==> config.mk <==
export PLATFORM = sky130hd
export DESIGN_NAME = rgb_pattern_sequencer
export DESIGN_NICKNAME = d
export VERILOG_FILES = /design/src/rtl/rgb_src_pkg.sv /design/src/rtl/rgb_frame_tick.sv /design/src/rtl/rgb_pattern_sequencer.sv
export SDC_FILE = /design/constraint.sdc
export NUM_CORES = 1
export LEC_CHECK = 0
export CORE_MARGIN = 1.5
export CORE_UTILIZATION = 30
export CTS_CLUSTER_SIZE = 10
export DETAILED_ROUTE_END_ITERATION = 12
export PLACE_DENSITY = 0.57
export SYNTH_ARGS = -nofsm -noshare
export SYNTH_HDL_FRONTEND = slang
export SYNTH_SLANG_ARGS = --single-unit
==> constraint.sdc <==
create_clock -name Sys_Clock -period 2.9 [get_ports Sys_Clock]
set_input_delay 0.58 -clock Sys_Clock [delete_from_list [all_inputs] [get_ports Sys_Clock]]
set_output_delay 0.58 -clock Sys_Clock [all_outputs]
set_load 0.005 [all_outputs]
==> src/rtl/rgb_src_pkg.sv <==
// Shared encodings for the RGB test-source frame controller.
// Combinational only; no flow control of its own.
package rgb_src_pkg;

    typedef enum logic [1:0] {
        OP_STOP       = 2'd0,
        OP_RUN_AUTO   = 2'd1,
        OP_RUN_MANUAL = 2'd2,
        OP_STEP       = 2'd3
    } op_e;

    typedef enum logic [1:0] {
        IDLE   = 2'd0,
        ARM    = 2'd1,
        AUTO   = 2'd2,
        MANUAL = 2'd3
    } state_e;

endpackage

==> src/rtl/rgb_frame_tick.sv <==
// Frame-start detector (fs one cycle after the VSA edge) plus a saturating frame watchdog.
// Sticky timeout flag, cleared only by err_clr or reset; no backpressure.
module rgb_frame_tick #(
    parameter int VS_POL  = 1,
    parameter int TIMEOUT = 2000000
) (
    input  logic clk,
    input  logic rst_n,
    input  logic vsa,
    input  logic run,
    input  logic err_clr,
    output logic fs,
    output logic timeout_err
);
    localparam int             WW     = $clog2(TIMEOUT + 1);
    localparam logic [WW-1:0]  WD_MAX = WW'(TIMEOUT);
    localparam logic           VS_ACT = (VS_POL != 0) ? 1'b1 : 1'b0;

    logic          vsa_q, vsa_d;
    logic          vsa_dly_q, vsa_dly_d;
    logic [WW-1:0] wd_cnt_q, wd_cnt_d;
    logic          err_q, err_d;

    always_comb begin
        vsa_d     = vsa;
        vsa_dly_d = vsa_q;
        fs        = (vsa_q == VS_ACT) && (vsa_dly_q != VS_ACT);
        wd_cnt_d  = wd_cnt_q;
        err_d     = err_q;
        if (!run || fs) begin
            wd_cnt_d = '0;
        end else if (wd_cnt_q != WD_MAX) begin
            wd_cnt_d = wd_cnt_q + 1'b1;
        end
        if (run && (wd_cnt_q == WD_MAX)) begin
            err_d = 1'b1;
        end
        // A STOP landing on the same cycle as a saturated counter still clears.
        if (err_clr) begin
            err_d = 1'b0;
        end
    end

    always_ff @(posedge clk or negedge rst_n) begin
        if (!rst_n) begin
            vsa_q     <= ~VS_ACT;
            vsa_dly_q <= ~VS_ACT;
            wd_cnt_q  <= '0;
            err_q     <= 1'b0;
        end else begin
            vsa_q     <= vsa_d;
            vsa_dly_q <= vsa_dly_d;
            wd_cnt_q  <= wd_cnt_d;
            err_q     <= err_d;
        end
    end

    assign timeout_err = err_q;

endmodule

==> src/rtl/rgb_pattern_sequencer.sv <==
// Frame-level controller: gates the timing counter and picks the test pattern, changing only at frame start.
// One-deep command register: cmd_ready drops while a command waits for IDLE or the next frame start.
module rgb_pattern_sequencer
    import rgb_src_pkg::*;
#(
    parameter int NUM_PATTERNS = 8,
    parameter int PAT_W        = 3,
    parameter int HOLD_FRAMES  = 60,
    parameter int VS_POL       = 1,
    parameter int TIMEOUT      = 2000000
) (
    input  logic             Sys_Clock,
    input  logic             Reset,
    input  logic             VSA,
    input  logic             cmd_valid,
    output logic             cmd_ready,
    input  logic [1:0]       cmd_op,
    input  logic [PAT_W-1:0] cmd_pat,
    output logic             Timing_En,
    output logic [PAT_W-1:0] Pattern_Sel,
    output logic             Pattern_Upd,
    output logic [15:0]      Frame_Cnt,
    output logic             Timeout_Err
);
    localparam int               HW        = (HOLD_FRAMES > 1) ? $clog2(HOLD_FRAMES) : 1;
    localparam logic [HW-1:0]    HOLD_LAST = HW'(HOLD_FRAMES - 1);
    localparam logic [PAT_W-1:0] PAT_MAX   = PAT_W'(NUM_PATTERNS - 1);
    localparam logic [PAT_W:0]   NP_EXT    = (PAT_W + 1)'(NUM_PATTERNS);

    function automatic logic [PAT_W-1:0] clamp(input logic [PAT_W-1:0] x);
        return ({1'b0, x} >= NP_EXT) ? PAT_MAX : x;
    endfunction

    function automatic logic [PAT_W-1:0] pat_inc(input logic [PAT_W-1:0] x);
        return (x == PAT_MAX) ? '0 : x + 1'b1;
    endfunction

    state_e           st_q, st_d, base_st;
    logic [PAT_W-1:0] pat_q, pat_d, base_pat;
    logic [HW-1:0]    hold_q, hold_d, base_hold;
    logic [15:0]      fcnt_q, fcnt_d;
    logic             ten_q, ten_d;
    logic             upd_q, upd_d;
    logic             arm_man_q, arm_man_d;
    logic [PAT_W-1:0] arm_pat_q, arm_pat_d;
    logic             pend_vld_q, pend_vld_d;
    op_e              pend_op_q, pend_op_d;
    logic [PAT_W-1:0] pend_pat_q, pend_pat_d;
    logic             fs, arm_load, err_clr;

    rgb_frame_tick #(
        .VS_POL  (VS_POL),
        .TIMEOUT (TIMEOUT)
    ) u_tick (
        .clk         (Sys_Clock),
        .rst_n       (Reset),
        .vsa         (VSA),
        .run         (st_q != IDLE),
        .err_clr     (err_clr),
        .fs          (fs),
        .timeout_err (Timeout_Err)
    );

    always_comb begin
        st_d       = st_q;
        pat_d      = pat_q;
        hold_d     = hold_q;
        fcnt_d     = fcnt_q;
        ten_d      = ten_q;
        arm_man_d  = arm_man_q;
        arm_pat_d  = arm_pat_q;
        pend_vld_d = pend_vld_q;
        pend_op_d  = pend_op_q;
        pend_pat_d = pend_pat_q;
        base_st    = st_q;
        base_pat   = pat_q;
        base_hold  = hold_q;
        arm_load   = 1'b0;
        err_clr    = 1'b0;

        if (cmd_valid && !pend_vld_q) begin
            pend_vld_d = 1'b1;
            pend_op_d  = op_e'(cmd_op);
            pend_pat_d = cmd_pat;
        end

        if (st_q == IDLE) begin
            if (pend_vld_q) begin
                pend_vld_d = 1'b0;
                if (pend_op_q == OP_RUN_AUTO || pend_op_q == OP_RUN_MANUAL) begin
                    ten_d     = 1'b1;
                    fcnt_d    = '0;
                    hold_d    = '0;
                    st_d      = ARM;
                    arm_man_d = (pend_op_q == OP_RUN_MANUAL);
                    arm_pat_d = clamp(pend_pat_q);
                end
            end
        end else if (fs) begin
            fcnt_d = fcnt_q + 16'd1;
            case (st_q)
                ARM: begin
                    base_st   = arm_man_q ? MANUAL : AUTO;
                    base_pat  = arm_man_q ? arm_pat_q : '0;
                    base_hold = '0;
                    arm_load  = 1'b1;
                end
                AUTO: begin
                    if (hold_q == HOLD_LAST) begin
                        base_hold = '0;
                        base_pat  = pat_inc(pat_q);
                    end else begin
                        base_hold = hold_q + 1'b1;
                    end
                end
                default: ;
            endcase
            st_d   = base_st;
            pat_d  = base_pat;
            hold_d = base_hold;

            // A pending command replaces whatever the frame boundary would have done.
            if (pend_vld_q) begin
                pend_vld_d = 1'b0;
                case (pend_op_q)
                    OP_STOP: begin
                        st_d     = IDLE;
                        ten_d    = 1'b0;
                        pat_d    = pat_q;
                        hold_d   = '0;
                        arm_load = 1'b0;
                        err_clr  = 1'b1;
                    end
                    OP_RUN_AUTO: begin
                        st_d   = AUTO;
                        pat_d  = '0;
                        hold_d = '0;
                    end
                    OP_RUN_MANUAL: begin
                        st_d  = MANUAL;
                        pat_d = clamp(pend_pat_q);
                    end
                    default: begin
                        pat_d  = pat_inc((st_q == ARM) ? base_pat : pat_q);
                        hold_d = '0;
                    end
                endcase
            end
        end

        upd_d = arm_load || (pat_d != pat_q);
    end

    always_ff @(posedge Sys_Clock or negedge Reset) begin
        if (!Reset) begin
            st_q       <= IDLE;
            pat_q      <= '0;
            hold_q     <= '0;
            fcnt_q     <= '0;
            ten_q      <= 1'b0;
            upd_q      <= 1'b0;
            arm_man_q  <= 1'b0;
            arm_pat_q  <= '0;
            pend_vld_q <= 1'b0;
            pend_op_q  <= OP_STOP;
            pend_pat_q <= '0;
        end else begin
            st_q       <= st_d;
            pat_q      <= pat_d;
            hold_q     <= hold_d;
            fcnt_q     <= fcnt_d;
            ten_q      <= ten_d;
            upd_q      <= upd_d;
            arm_man_q  <= arm_man_d;
            arm_pat_q  <= arm_pat_d;
            pend_vld_q <= pend_vld_d;
            pend_op_q  <= pend_op_d;
            pend_pat_q <= pend_pat_d;
        end
    end

    assign cmd_ready   = ~pend_vld_q;
    assign Timing_En   = ten_q;
    assign Pattern_Sel = pat_q;
    assign Pattern_Upd = upd_q;
    assign Frame_Cnt   = fcnt_q;

endmodule

==> impl_metrics.json <==
{
  "run_status": "completed",
  "cts_buffers": 9,
  "pwr-share-comb_pct": 40.0,
  "coreArea_mm2": 0.0120,
  "utilization_pct": 39.2,
  "die_area_mm2": 0.0129,
  "crit_path_end": "Pattern_Upd",
  "synthTopCellsByArea": "dfrtp_1 (43%), xor2_1 (5.3%), ha_1 (4.8%), nand2_1 (4.6%), nor2_1 (4.4%)",
  "postRouteAntennaNets": 0,
  "synth_compound_area_share_pct": 15.2,
  "design_area_mm2": 0.00469,
  "first_pass_iters": 5,
  "vias": 3007,
  "syn-num-nets": 402,
  "startpoint_type": "flop",
  "synth_edf_count": 0,
  "r2r_slack_ns": 0.07,
  "path_common_cell": "ha_4",
  "crit_cells": 12,
  "dpl.cell_count": 557,
  "p_seq_share_pct": 29.8,
  "antenna-diode-count": 0,
  "dp_hpwl_mm": 6.14,
  "grt_max_degree": 43,
  "grt_use_total_pct": 14.6,
  "worstSetupPathType": "flop to flop",
  "synth_mux_area_share_pct": 0.924,
  "ys_ff_latch": 63,
  "cts_tree": "yes",
  "p_sw_w": 0.00147,
  "tightestPinTransition_ns": 0.564,
  "r2r_end": "Pattern_Upd",
  "io_buffers": 31,
  "yosys_warnings": 0,
  "async_reset_ff_share_pct": 100,
  "hp-class": "input pin to asynchronous set/reset pin",
  "p_leak_nw": 1.97,
  "grt_first_pass_wirelength_mm": 14.9,
  "die_y_um": 113,
  "h-tree-depth": 3,
  "grt_pass1_vias": 3027,
  "rr_worst_depth": 12,
  "stdcell_count": 577,
  "clk_pin_slew_ns": 0.06,
  "clock_skew_ns": 0.00696,
  "max_freq_ghz": 0.353,
  "ys_types": 68,
  "cap_violations": 0,
  "power.share.clock_pct": 30.2,
  "clock_sinks": 63,
  "yosys.area.top_type": "dfrtp_1",
  "io_pins": 32,
  "synth_fa_ha_area_share_pct": 4.79,
  "final_cell_mix": "dfrtp_1 (63), nand2_1 (43), nor2_1 (42)",
  "hold_violations": 0,
  "clock-root-buffer": "clkbuf_16",
  "critPathLaunch": "hold_q[1]",
  "vias_per_cell": 5.21,
  "cts_buffer_depth": 2,
  "grt.overflow.total": 0,
  "start_util_pct": 30.6,
  "synth_simple_gate_area_share_pct": 24.1,
  "slew_viol_final": 0,
  "cpMaxStageDelayCell": "dfrtp_1",
  "setup_violations": 0,
  "swShare_pct": 35.6,
  "gp_congestion": 0.879,
  "max_slew_margin_pct": 62.4,
  "worstPathRequired_ns": 3.12,
  "placed_cell_area_mm2": 0.00419,
  "synth_top_area_share_pct": 43.1,
  "crit_path_max_fanout": 5,
  "critPathCaptureType": "flop",
  "cts-hold-fix-buffers": 0,
  "wire_per_inst_um": 15.2,
  "synth_xor_area_share_pct": 7.91,
  "period_share_pct": 97.7,
  "drc_errors": 0,
  "final_nets": 448,
  "r2r-start": "hold_q[1]",
  "wirelength_mm": 8.78,
  "ys_seq_area_share_pct": 43.1,
  "synth_top_family_by_area": "simple AND/OR/NAND/NOR gates",
  "p_int_w": 0.00267,
  "path_buf_inv": 0,
  "ir_drop_mv": 0.307,
  "min_period_ns": 2.83,
  "critPathArrivalTime_ns": 3.05,
  "drt_iter0_drc": 174,
  "yosys_most_used_dff": "dfrtp_1",
  "cpPeakStageDelay_ns": 0.41,
  "num_rows": 40,
  "post_synth.cell_area_avg_um2": 9.65,
  "antenna_found_initial": 0,
  "synth.cell_area_mm2": 0.00366,
  "path_delay_family": "compound AO/OA/AOI/OAI gates",
  "clock_latency_ns": 0.33,
  "powerDensity_mw_per_mm2": 884,
  "crit_chain": "ha_4, nand4_4, nor2_1, a32o_1, a32o_2, ha_4, ha_4, nand2_2, a31oi_1, a221oi_1, o221ai_1, a211o_1",
  "drive_above_1_share_pct": 17.4,
  "layout_commonest_cell": "dfrtp_1",
  "dieWidth_um": 113,
  "area_delta_synth_final_pct": 28.2,
  "netlist_instances": 379
}
timing repair:
action                     CTS  global route
gates resized for setup      3            20
pin swaps                    1             8
buffers inserted             0             4
setup endpoints to repair    1             1
area by class of cell:
| type | instances | area [um^2] |
|---|---|---|
| inverters | 12 | 45.0 |
| clock inverters | 5 | 105 |
| repair buffers | 53 | 483 |
| clock buffers | 11 | 243 |
| fillers | 1152 | 7280 |
| well taps | 147 | 184 |
| multi-input cells | 286 | 2050 |
| flip-flops and latches | 63 | 1580 |
worst min-delay path by stage:
stage | startpoint | to
6_report | Reset | Frame_Cnt[10]
4_1_cts | Reset | Frame_Cnt[10]
2_1_floorplan | Reset | Frame_Cnt[0]
3_5_place_dp | u_tick.vsa_dly_d | u_tick.vsa_dly_q
3_3_place_gp | u_tick.vsa_dly_d | u_tick.vsa_dly_q
5_1_grt | Reset | Frame_Cnt[10]
power by group through the flow:
| stage | clock network, W | registers, W | logic (W) |
|---|---|---|---|
| 5_1_grt | 0.00132 | 0.00127 | 0.00183 |
| 6_report | 0.00125 | 0.00124 | 0.00166 |
| 3_5_place_dp | 0 | 0.00125 | 0.00145 |
| 4_1_cts | 0.00128 | 0.00123 | 0.00147 |
| 2_1_floorplan | 0 | 0.00120 | 0.000955 |
| 3_3_place_gp | 0 | 0.00124 | 0.00145 |
per-stage QoR:
stage	setup slack, ns	total power (W)	setup TNS (ns)	hold WS (ns)
floorplan	0.0193	0.00215	0	0.284
global placement	0.0459	0.00269	0	0.396
detailed placement	-0.0406	0.00270	-0.0406	0.401
CTS	0.0219	0.00399	0	0.237
global route	-0.0709	0.00441	-0.0709	0.256
finish	0.0653	0.00414	0	0.227
registers in the layout, summed over array words and instances (netlist names), 2 cells and up:
| name | flops |
|---|---|
| pend_op_q | 2 |
| hold_q | 6 |
| Pattern_Sel | 3 |
| st_q | 2 |
| pend_pat_q | 3 |
| Frame_Cnt | 16 |
| arm_pat_q | 3 |
| u_tick.wd_cnt_q | 21 |
cell usage after synthesis, drive strengths merged, types with 4 or more instances:
cell type  count
dfrtp         63
nand2         45
nor2          43
o21ai         23
xor2          22
ha            14
nand4         14
a21oi         13
inv           12
nand3         12
buf           11
xnor2         11
and3           9
nor3           8
clkbuf         7
a22oi          5
or3            5
and4           4
nor4           4
cells by family (layout without fill, tap and decap cells):
family | after synthesis | after routing
simple gates | 162 | 162
mux | 3 | 3
buf+inv | 30 | 81
flops | 63 | 63
fa+ha+maj | 14 | 14
compound gates | 74 | 74
xor+xnor | 33 | 33
per-layer routing:
layer | GRT usage [%] | up-vias | wire length, um
met5 | 0 | - | 0
met4 | 7.92 | 0 | 276
met3 | 3.45 | 22 | 508
met2 | 22.1 | 93 | 3920
met1 | 19.4 | 1449 | 4070
li1 | - | 1443 | -
Power figures use the tool's default switching activity.
